`src/rtl/uart_tx_framer.sv`:
```
// +-----------------------------------------------------------------------------
// | uart_tx_framer: parametrised UART transmit framer (start, data, parity, stop)
// | Rev 1.0
// +-----------------------------------------------------------------------------
`default_nettype none

module uart_tx_framer #(
  parameter int W_DATA    = 8,
  parameter int N_STOP    = 1,
  parameter bit MSB_FIRST = 1'b0
) (
  input  logic              clk,
  input  logic              rst,
  input  logic              baud_tick,
  input  logic              in_valid,
  output logic              in_ready,
  input  logic [W_DATA-1:0] in_data,
  input  logic [1:0]        parity_mode,
  output logic              tx,
  output logic              busy,
  output logic              done
);

  localparam int CW = $clog2(W_DATA);
  localparam logic [CW-1:0] c_last_bit  = CW'(W_DATA - 1);
  localparam logic          c_last_stop = 1'(N_STOP - 1);

  typedef enum logic [2:0] {
    S_IDLE, S_ARM, S_START, S_DATA, S_PAR, S_STOP
  } state_t;

  state_t            r_state, w_state_nxt;
  logic [W_DATA-1:0] r_shreg, w_shreg_nxt, w_shifted;
  logic [CW-1:0]     r_bit_cnt, w_bit_cnt_nxt;
  logic              r_stop_cnt, w_stop_cnt_nxt;
  logic              r_par, w_par_nxt;
  logic              r_par_en, w_par_en_nxt;
  logic              r_tx, w_tx_nxt;
  logic              r_done, w_done_nxt;
  logic              w_first_bit, w_next_bit;

  // The output end of the shift register depends on bit order.
  generate
    if (MSB_FIRST) begin : g_msb_first
      assign w_shifted   = {r_shreg[W_DATA-2:0], 1'b0};
      assign w_first_bit = r_shreg[W_DATA-1];
      assign w_next_bit  = r_shreg[W_DATA-2];
    end else begin : g_lsb_first
      assign w_shifted   = {1'b0, r_shreg[W_DATA-1:1]};
      assign w_first_bit = r_shreg[0];
      assign w_next_bit  = r_shreg[1];
    end
  endgenerate

  always_comb begin
    w_state_nxt    = r_state;
    w_shreg_nxt    = r_shreg;
    w_bit_cnt_nxt  = r_bit_cnt;
    w_stop_cnt_nxt = r_stop_cnt;
    w_par_nxt      = r_par;
    w_par_en_nxt   = r_par_en;
    w_tx_nxt       = r_tx;
    w_done_nxt     = 1'b0;
    case (r_state)
      S_IDLE: begin
        w_tx_nxt = 1'b1;
        if (in_valid) begin
          w_state_nxt  = S_ARM;
          w_shreg_nxt  = in_data;
          w_par_en_nxt = |parity_mode;
          case (parity_mode)
            2'd2:    w_par_nxt = ~(^in_data);
            2'd3:    w_par_nxt = 1'b1;
            default: w_par_nxt = ^in_data;
          endcase
        end
      end
      S_ARM: begin
        if (baud_tick) begin
          w_state_nxt = S_START;
          w_tx_nxt    = 1'b0;
        end
      end
      S_START: begin
        if (baud_tick) begin
          w_state_nxt   = S_DATA;
          w_tx_nxt      = w_first_bit;
          w_bit_cnt_nxt = '0;
        end
      end
      S_DATA: begin
        if (baud_tick) begin
          if (r_bit_cnt == c_last_bit) begin
            w_stop_cnt_nxt = 1'b0;
            if (r_par_en) begin
              w_state_nxt = S_PAR;
              w_tx_nxt    = r_par;
            end else begin
              w_state_nxt = S_STOP;
              w_tx_nxt    = 1'b1;
            end
          end else begin
            w_shreg_nxt   = w_shifted;
            w_tx_nxt      = w_next_bit;
            w_bit_cnt_nxt = r_bit_cnt + 1'b1;
          end
        end
      end
      S_PAR: begin
        if (baud_tick) begin
          w_state_nxt    = S_STOP;
          w_tx_nxt       = 1'b1;
          w_stop_cnt_nxt = 1'b0;
        end
      end
      S_STOP: begin
        w_tx_nxt = 1'b1;
        if (baud_tick) begin
          if (r_stop_cnt == c_last_stop) begin
            w_state_nxt = S_IDLE;
            w_done_nxt  = 1'b1;
          end else begin
            w_stop_cnt_nxt = r_stop_cnt + 1'b1;
          end
        end
      end
      default: begin
        w_state_nxt = S_IDLE;
        w_tx_nxt    = 1'b1;
      end
    endcase
  end

  always_ff @(posedge clk or negedge rst) begin
    if (!rst) begin
      r_state    <= S_IDLE;
      r_shreg    <= '0;
      r_bit_cnt  <= '0;
      r_stop_cnt <= 1'b0;
      r_par      <= 1'b0;
      r_par_en   <= 1'b0;
      r_tx       <= 1'b1;
      r_done     <= 1'b0;
    end else begin
      r_state    <= w_state_nxt;
      r_shreg    <= w_shreg_nxt;
      r_bit_cnt  <= w_bit_cnt_nxt;
      r_stop_cnt <= w_stop_cnt_nxt;
      r_par      <= w_par_nxt;
      r_par_en   <= w_par_en_nxt;
      r_tx       <= w_tx_nxt;
      r_done     <= w_done_nxt;
    end
  end

  assign tx       = r_tx;
  assign done     = r_done;
  assign in_ready = (r_state == S_IDLE);
  assign busy     = (r_state != S_IDLE);

endmodule

`default_nettype wire

```
`config.mk`:
```
export PLATFORM = sky130hd
export DESIGN_NAME = uart_tx_framer
export DESIGN_NICKNAME = d
export VERILOG_FILES = /design/src/rtl/uart_tx_framer.sv
export SDC_FILE = /design/constraint.sdc
export NUM_CORES = 1
export LEC_CHECK = 0
export CAP_MARGIN = 20
export CELL_PAD_IN_SITES_DETAIL_PLACEMENT = 0
export CELL_PAD_IN_SITES_GLOBAL_PLACEMENT = 1
export CORE_UTILIZATION = 40
export DETAILED_ROUTE_END_ITERATION = 8
export PLACE_DENSITY = 0.81
export SYNTH_ARGS = -nofsm -noshare
export SYNTH_HDL_FRONTEND = slang
export SYNTH_SLANG_ARGS = --single-unit
```
`constraint.sdc`:
```
create_clock -name clk -period 5.6 [get_ports clk]
set_clock_uncertainty 0.2 [all_clocks]
set_input_delay 1.4 -clock clk [delete_from_list [all_inputs] [get_ports clk]]
set_output_delay 1.4 -clock clk [all_outputs]
set_load 0.03 [all_outputs]
```
After elaboration in Yosys (flattened, before gate mapping)

Index checks and enable logic that the tools add are counted.

Word-level logic and storage cells: 75
Output and inout bits: 4
Bits of input ports: 14
Register bits: 19

Equal/unequal tests: 17
Add/subtract/negate cells: 2
Muxes and demuxes: 34
Bitwise operators: 1
Reductions and logical operators: 13

Operators with widths:

| cell                | number |
|---|---|
| $mux 3              | 11 |
| $mux 8              | 3 |
| $ne 2x2->1 const B  | 9 |
| $pmux 3 s6          | 1 |
| $pmux 8 s2          | 1 |
| $mux 1              | 14 |
| $reduce_and 4->1    | 3 |
| $eq 3x3->1 const B  | 3 |
| $reduce_and 8->1    | 1 |
| $reduce_xor 8->1    | 1 |
| $eq 3x2->1 const B  | 2 |
| $pmux 3 s2          | 1 |
| $reduce_bool 3->1   | 2 |
| $reduce_and 5->1    | 1 |
| $eq 2x2->1 const B  | 2 |
| $pmux 1 s4          | 1 |
| $reduce_bool 2->1   | 2 |
| $add 3x1->3 const B | 1 |
| $eq 3x1->1 const B  | 1 |
| $logic_not 3->1     | 1 |
| $pmux 1 s3          | 1 |
| $pmux 1 s2          | 1 |
| $reduce_and 2->1    | 1 |
| $reduce_or 2->1     | 1 |
| other kinds (2)     | 2 |

Depth between registers and ports, before layout

Word-level depth: 4
Gate-level depth with buffers: 8
Mapped depth without buffers: 7

Worst setup path after synthesis

OpenSTA, ideal clock, no wires.

Path kind: register to output
Start point: reg r_state[0]
End point: out in_ready
Required time: 4.000 ns
Path buffers: 0
Arrival: 0.984 ns
Path slack: 3.016 ns
Cell stages (with the launch flop): 3
Cell sequence: dfrtp_1 or3_4 clkinv_2

Word-level cells in the longest chain between the ends: 1

Ends and longest elaborated chain:

| item                   | line | source |
|---|---|---|
| start, declared        | 32   | `state_t r_state, w_state_nxt;` |
| start signal, assigned | 145  | `r_state <= w_state_nxt;` |
| $logic_not 3->1        | 158  | `assign in_ready = (r_state == S_IDLE);` |
| end, declared          | 16   | `output logic in_ready,` |

Every way passes these cells.

Worst setup path after layout

Ends and elaborated chain as after synthesis.

==> summary.md <==
| Metric | Value |
|---|---|
| Status | completed |
| Root Driver | clkbuf_4 |
| H-tree depth | 1 |
| Sequential fraction of the synthesis area | 43.8% |
| Clk buf depth | 2 |
| Setup Viol. Count Final | 0 |
| Post-route cell area | 0.00125 mm² |
| Fillers | 234 |
| Setup CP Type | reg -> out |
| Final antenna-violating net count | 0 |
| YS warnings | 0 |
| Area delta synth->final | 21.1% |
| Via/cell ratio | 5.25 |
| Placed cell count | 153 |
| Share of layout cells above drive strength 1 | 8.66% |
| Core Region | 0.00245 mm² |
| Post-Syn Area per Cell | 9.22 µm² |
| Vias in the first global route | 744 |
| Initial antenna violation count | 0 |
| Post-CTS setup buffers | 0 |
| DIE HEIGHT | 52.8 µm |
| Area of the multi-input gates | 546 µm² |
| PD cells | 418 mW/mm² |
| Grt ovf | 0 |
| Max Slew Vio Count | 0 |
| Largest net degree at the start of global routing | 19 |
| First-pass DRT Iterations | 4 |
| #FFs+latches synth | 18 |
| Synth Cell Area | 0.00103 mm² |
| CTS buffer count | 3 |
| Slew @ Worst Pin | 0.859 ns |
| Cts hold-fix bufs | 0 |
| Worst min-delay path category | reg -> reg |
| Clk_lat worst skew | 0.29 ns |
| Die area | 0.00279 mm² |
| Initial DRC count | 15 |
| Critical path arrival | 2.01 ns |
| Netlist cell types | 31 |
| Max IR drop VDD | 0.244 mV |
| Half-perimeter wire length after placement | 1530 µm |
| Final cell count without fillers | 157 |
| Final nets | 144 |
| Hold_ws | 0.302 ns |
| Syn nets | 128 |
| FF+latch area | 452 µm² |
| Slew HR | 42.8% |
| Worst setup EP type | output pin |
| DRC viols | 0 |
| Register clock-pin slew on the reported worst setup and hold paths | 0.10 ns |
| Routability-driven placement congestion ratio | 0.779 |
| Final period util | 64.5% |
| # resized after CTS | 0 |
| P_leak | 0.000522 µW |
| Global-route wire length before repair | 3380 µm |
| Total Routed Length | 2050 µm |
| Io pins | 18 |
| Minimum clock period | 3.61 ns |
| Achievable frequency | 277 MHz |
| Antenna diodes | 0 |
| Max FO, Critical Path | 13 |
| Die Wd | 52.8 µm |
| RSZ-0062 raised after global routing | no |
| I/O Buffers | 17 |
| Placed cell areas | 0.00121 mm² |
| Startpoint Class | register |
| WL/cell | 13.1 µm |
| Core Rows | 18 |
| Clock sink total | 18 |
| Critical path required time | 4.00 ns |
| Setup Total Neg Slack | 0 ns |
| Total of max-cap violations | 0 |
| Initial cell density of the core | 42.0% |
| CTS tree | done |
| Tot GR Track Use | 17.1% |
| Total number of vias | 824 |
| Cells after Synth | 112 |
| Endpoints failing hold | 0 |
[registers in the layout, indices dropped and copies added (netlist names)]
signal	cells
done	1
r_shreg	8
r_state	3
r_bit_cnt	3
r_par_en	1
r_par	1
tx	1
[per-stage QoR]
stage	total power [µW]	worst slack (ns)	utilization, %
floorplan	393	3.02	-
global placement	441	2.20	49.4
detailed placement	446	2.14	49.4
CTS	528	1.97	50.9
global route	569	1.91	50.9
finish	523	1.99	50.9
[layout make-up]
| cell class | count | share of cell area, % |
|---|---|---|
| timing repair buffer | 17 | 13.6 |
| clock buffer | 4 | 2.90 |
| inverter | 2 | 0.701 |
| multi-input combinational | 86 | 43.6 |
| sequential | 18 | 36.1 |
| tap | 30 | 3.00 |
[cell families after synthesis]
family	share of synthesized area, %
and+or+nand+nor	18.3
AOI/OAI and AO/OA	17.0
muxes	9.21
buffers and inverters	3.39
xor gates and xnor gates	5.94
adders and majority gates	2.42
DFF	43.8
[synthesized netlist by cell type (all sizes together)]
cell type / instances / share of area, %
clkinv: 1 / 0.48
o2111ai: 1 / 0.85
clkbuf: 2 / 0.73
a21oi: 11 / 5.3
a22o: 4 / 3.4
nor2b: 1 / 0.85
a211oi: 1 / 0.73
ha: 2 / 2.4
nand4b: 1 / 0.85
o221ai: 1 / 0.85
and2: 1 / 0.61
nand2b: 2 / 1.2
mux2: 1 / 1.5
nand3: 4 / 1.9
xor2: 1 / 0.85
o21ai: 9 / 4.4
dfrtp: 17 / 41
inv: 1 / 0.36
nor3: 2 / 0.97
nor2: 15 / 5.5
a21o: 1 / 0.73
buf: 4 / 1.8
or3: 1 / 1.1
dfstp: 1 / 2.5
mux2i: 8 / 7.8
xnor2: 6 / 5.1
nand2: 12 / 5.3
o21bai: 1 / 0.73
[final timing paths]
kind,from,to,slack [ns],cells after the start
hold reg to reg,r_par_en$_DFFE_PN0P_,r_par_en$_DFFE_PN0P_,0.30,2
hold / removal,r_par_en$_DFFE_PN0P_,r_par_en$_DFFE_PN0P_,0.30,2
setup / recovery,r_state[0]$_DFFE_PN0P_,in_ready,1.99,3
min in group asynchronous,rst,r_par_en$_DFFE_PN0P_,1.37,1
setup reg to reg,r_bit_cnt[0]$_DFFE_PN0P_,r_shreg[1]$_DFFE_PN0P_,3.21,6
max in group asynchronous,rst,r_shreg[0]$_DFFE_PN0P_,3.35,1
[layer usage]
layer	track usage (%)	wire length [µm]	up-vias
li1	-	-	421
met2	25.9	927	12
met1	23.5	1030	389
met3	3.77	82	2
met4	6.58	10	0
met5	0	0	-
[cell usage in the layout (no fill, tap or decap)]
| master | instances |
|---|---|
| clkdlybuf4s50_1 | 17 |
| xnor2_1 | 6 |
| o21bai_1 | 1 |
| nand4b_1 | 1 |
| xor2_1 | 1 |
| nand3_1 | 4 |
| o21ai_0 | 9 |
| a21o_1 | 1 |
| nor2b_2 | 1 |
| inv_1 | 1 |
| or3_4 | 1 |
| nand2_2 | 1 |
| clkinv_2 | 1 |
| nor2_1 | 15 |
| a22o_1 | 4 |
| mux2i_1 | 8 |
| nand2_1 | 10 |
| a21oi_1 | 11 |
| dfrtp_1 | 17 |
| nand2_4 | 1 |
| o221ai_1 | 1 |
| dfstp_2 | 1 |
| a211oi_1 | 1 |
| and2_1 | 1 |
| clkbuf_8 | 1 |
| ha_1 | 2 |
| o2111ai_1 | 1 |
| mux2_4 | 1 |
| nand2b_1 | 2 |
| nor3_1 | 2 |
| clkbuf_4 | 3 |
[where the power goes]
part / switching [µW] / internal [µW]
Combinational: 113 / 105
Clock: 38.8 / 39.6
Sequential: 44.6 / 182
[critical path, cell delays in order, from the launching register on]
cell and delay, ns:
dfrtp_1 0.53, or3_4 0.45, clkinv_2 0.07, clkdlybuf4s50_1 0.67
Note: power is estimated with default switching activity, not from simulation.
==> variant 1: new RTL, same settings <==
Change the parameter `W_DATA` from 8 to 16.
--- a/src/rtl/uart_tx_framer.sv
+++ b/src/rtl/uart_tx_framer.sv
@@ -5,7 +5,7 @@
 `default_nettype none
 
 module uart_tx_framer #(
-  parameter int W_DATA    = 8,
+  parameter int W_DATA    = 16,
   parameter int N_STOP    = 1,
   parameter bit MSB_FIRST = 1'b0
 ) (
Interface: changed (resized in_data); port bits go from 18 to 26. No check against the original RTL was run, so the function may have changed too.
==> variant 1 against the unedited design <==
Utilization grew 1.5 points. Routed wire length up 36%. Hold slack better by 0.0023 ns. Setup slack worse by 0.019 ns. Count of clock-buffer cells in the layout unchanged. Register-to-register slack worse by 0.05 ns. Largest power group is now combinational logic. Synthesized area grew 44%. Total power up 48%. Clock power rose by 42%. Combinational power grew 53%. Final area grew 44%. Sequential cell count increased by 9. Final cell count is 43% higher.
==> variant 1: results (changes against the unedited design) <==
Status: complete, no violations
Tcrit/Tclk final: 64.9% (+0.34 points)
Maximum VDD drop: 0.226 mV (-7.3%)
Fillers: 332 (+42%)
Top cells by count, synth: dfrtp_1 (26), nor2_1 (24), a21oi_1 (18)
Netlist cell types: 32 (+3.2%)
Worst-Skew Late Latency: 0.27 ns (-0.02 ns)
Total track usage: 15.3% (-1.9 points)
Via count: 1125 (+37%)
Reg2reg setup slack: 3.16 ns (-0.05 ns)
Drt wl/cell: 12.4 µm (-5.3%)
Synth area leaders: dfrtp_1 (44%), mux2i_1 (11%), xnor2_1 (8.2%)
Syn Nets: 180 (+41%)
Final Wtd Congestion: 0.741 (-4.9%)
Initial antenna violation count: 0 (unchanged)
Register area share after synthesis: 45.4% (+1.7 points)
Slew Viols, Final: 0 (unchanged)
Layout cell share with drive strength beyond 1: 5.03% (-3.6 points)
Clock root buffer: clkbuf_8
Placed cell area: 0.00176 mm² (+45%)
First-pass GRT wire length: 4770 µm (+41%)
Post-CTS resize count: 0 (unchanged)
WHS: 0.305 ns (+0.00233 ns)
R2R Path End: r_shreg[10]
Vias in the first global route: 1039 (+40%)
I/O Buffers: 25 (+8)
Largest regs: r_shreg x16, r_bit_cnt x4, r_state x3
Largest net degree at the start of global routing: 31 (+12)
Final net count: 203 (+41%)
Arrival @ worst endpoint: 2.03 ns (+0.02 ns)
Hold Startpoint: r_par
1st-iter DRT viols: 72 (+57)
Static leakage: 0.000701 µW (+34%)
Hold Vio Cnt, Final: 0 (unchanged)
Worst R2R Start: r_bit_cnt[0]
HPWL after detailed placement: 2050 µm (+34%)
-- variant 1: worst max-delay path, delay by kind of cell (launching register included) --
| kind | cells | cell delay (ns) |
|---|---|---|
| buffers and inverters | 2 | 0.76 |
| DFF | 1 | 0.54 |
| and+or+nand+nor | 1 | 0.47 |
-- variant 1: metal layers --
| layer | up-vias | global-route usage [%] | part of all wire [%] | wire length, µm |
|---|---|---|---|---|
| li1 | 584 | - | - | - |
| met2 | 20 | 22.7 | 45 | 1240 |
| met4 | 0 | 6.10 | 0.97 | 27 |
| met1 | 519 | 21.6 | 51 | 1410 |
| met3 | 2 | 2.92 | 3.6 | 101 |
| met5 | - | 0 | 0 | 0 |
-- variant 1: area by class of cell --
class | count | area (µm²) | area share [%]
Multi-Input combinational cell | 121 | 763 | 42.3
Inverter | 1 | 3.75 | 0.208
Clock buffer | 4 | 45.0 | 2.50
Tap cell | 46 | 57.6 | 3.19
Timing Repair Buffer | 26 | 258 | 14.3
Sequential cell | 27 | 677 | 37.5
-- variant 1: worst max-delay path by stage --
| stage | end | slack [ns] | depth (start not counted) |
|---|---|---|---|
| after floorplan | in_ready | 2.69 | 3 |
| after global placement | r_shreg[0] | 1.90 | 6 |
| after detailed placement | r_shreg[10] | 1.83 | 6 |
| after CTS | in_ready | 1.96 | 3 |
| after global routing | r_shreg[13] | 1.89 | 7 |
| final | in_ready | 1.97 | 3 |
-- variant 1: metrics by stage --
step | std cells | setup slack, ns
floorplan | 157 | 2.69
global placement | 221 | 1.90
detailed placement | 221 | 1.83
CTS | 225 | 1.96
global route | 225 | 1.89
finish | 225 | 1.97
-- variant 1: power breakdown --
group | switching, µW | internal (µW) | leakage [µW]
registers | 58.2 | 272 | 0.000301
logic | 168 | 165 | 0.000377
clock network | 59.9 | 51.0 | 0.0000228
total | 287 | 487 | 0.000701
-- variant 1: cells by family (layout without fill, tap and decap cells) --
family,after synthesis,after routing,share of synthesized area (%)
simple gates,50,50,15.0
compound gates,38,38,15.0
flops,27,27,45.4
mux,17,17,11.5
xor+xnor,15,15,8.82
buf+inv,9,31,3.36
fa+ha+maj,1,1,0.839
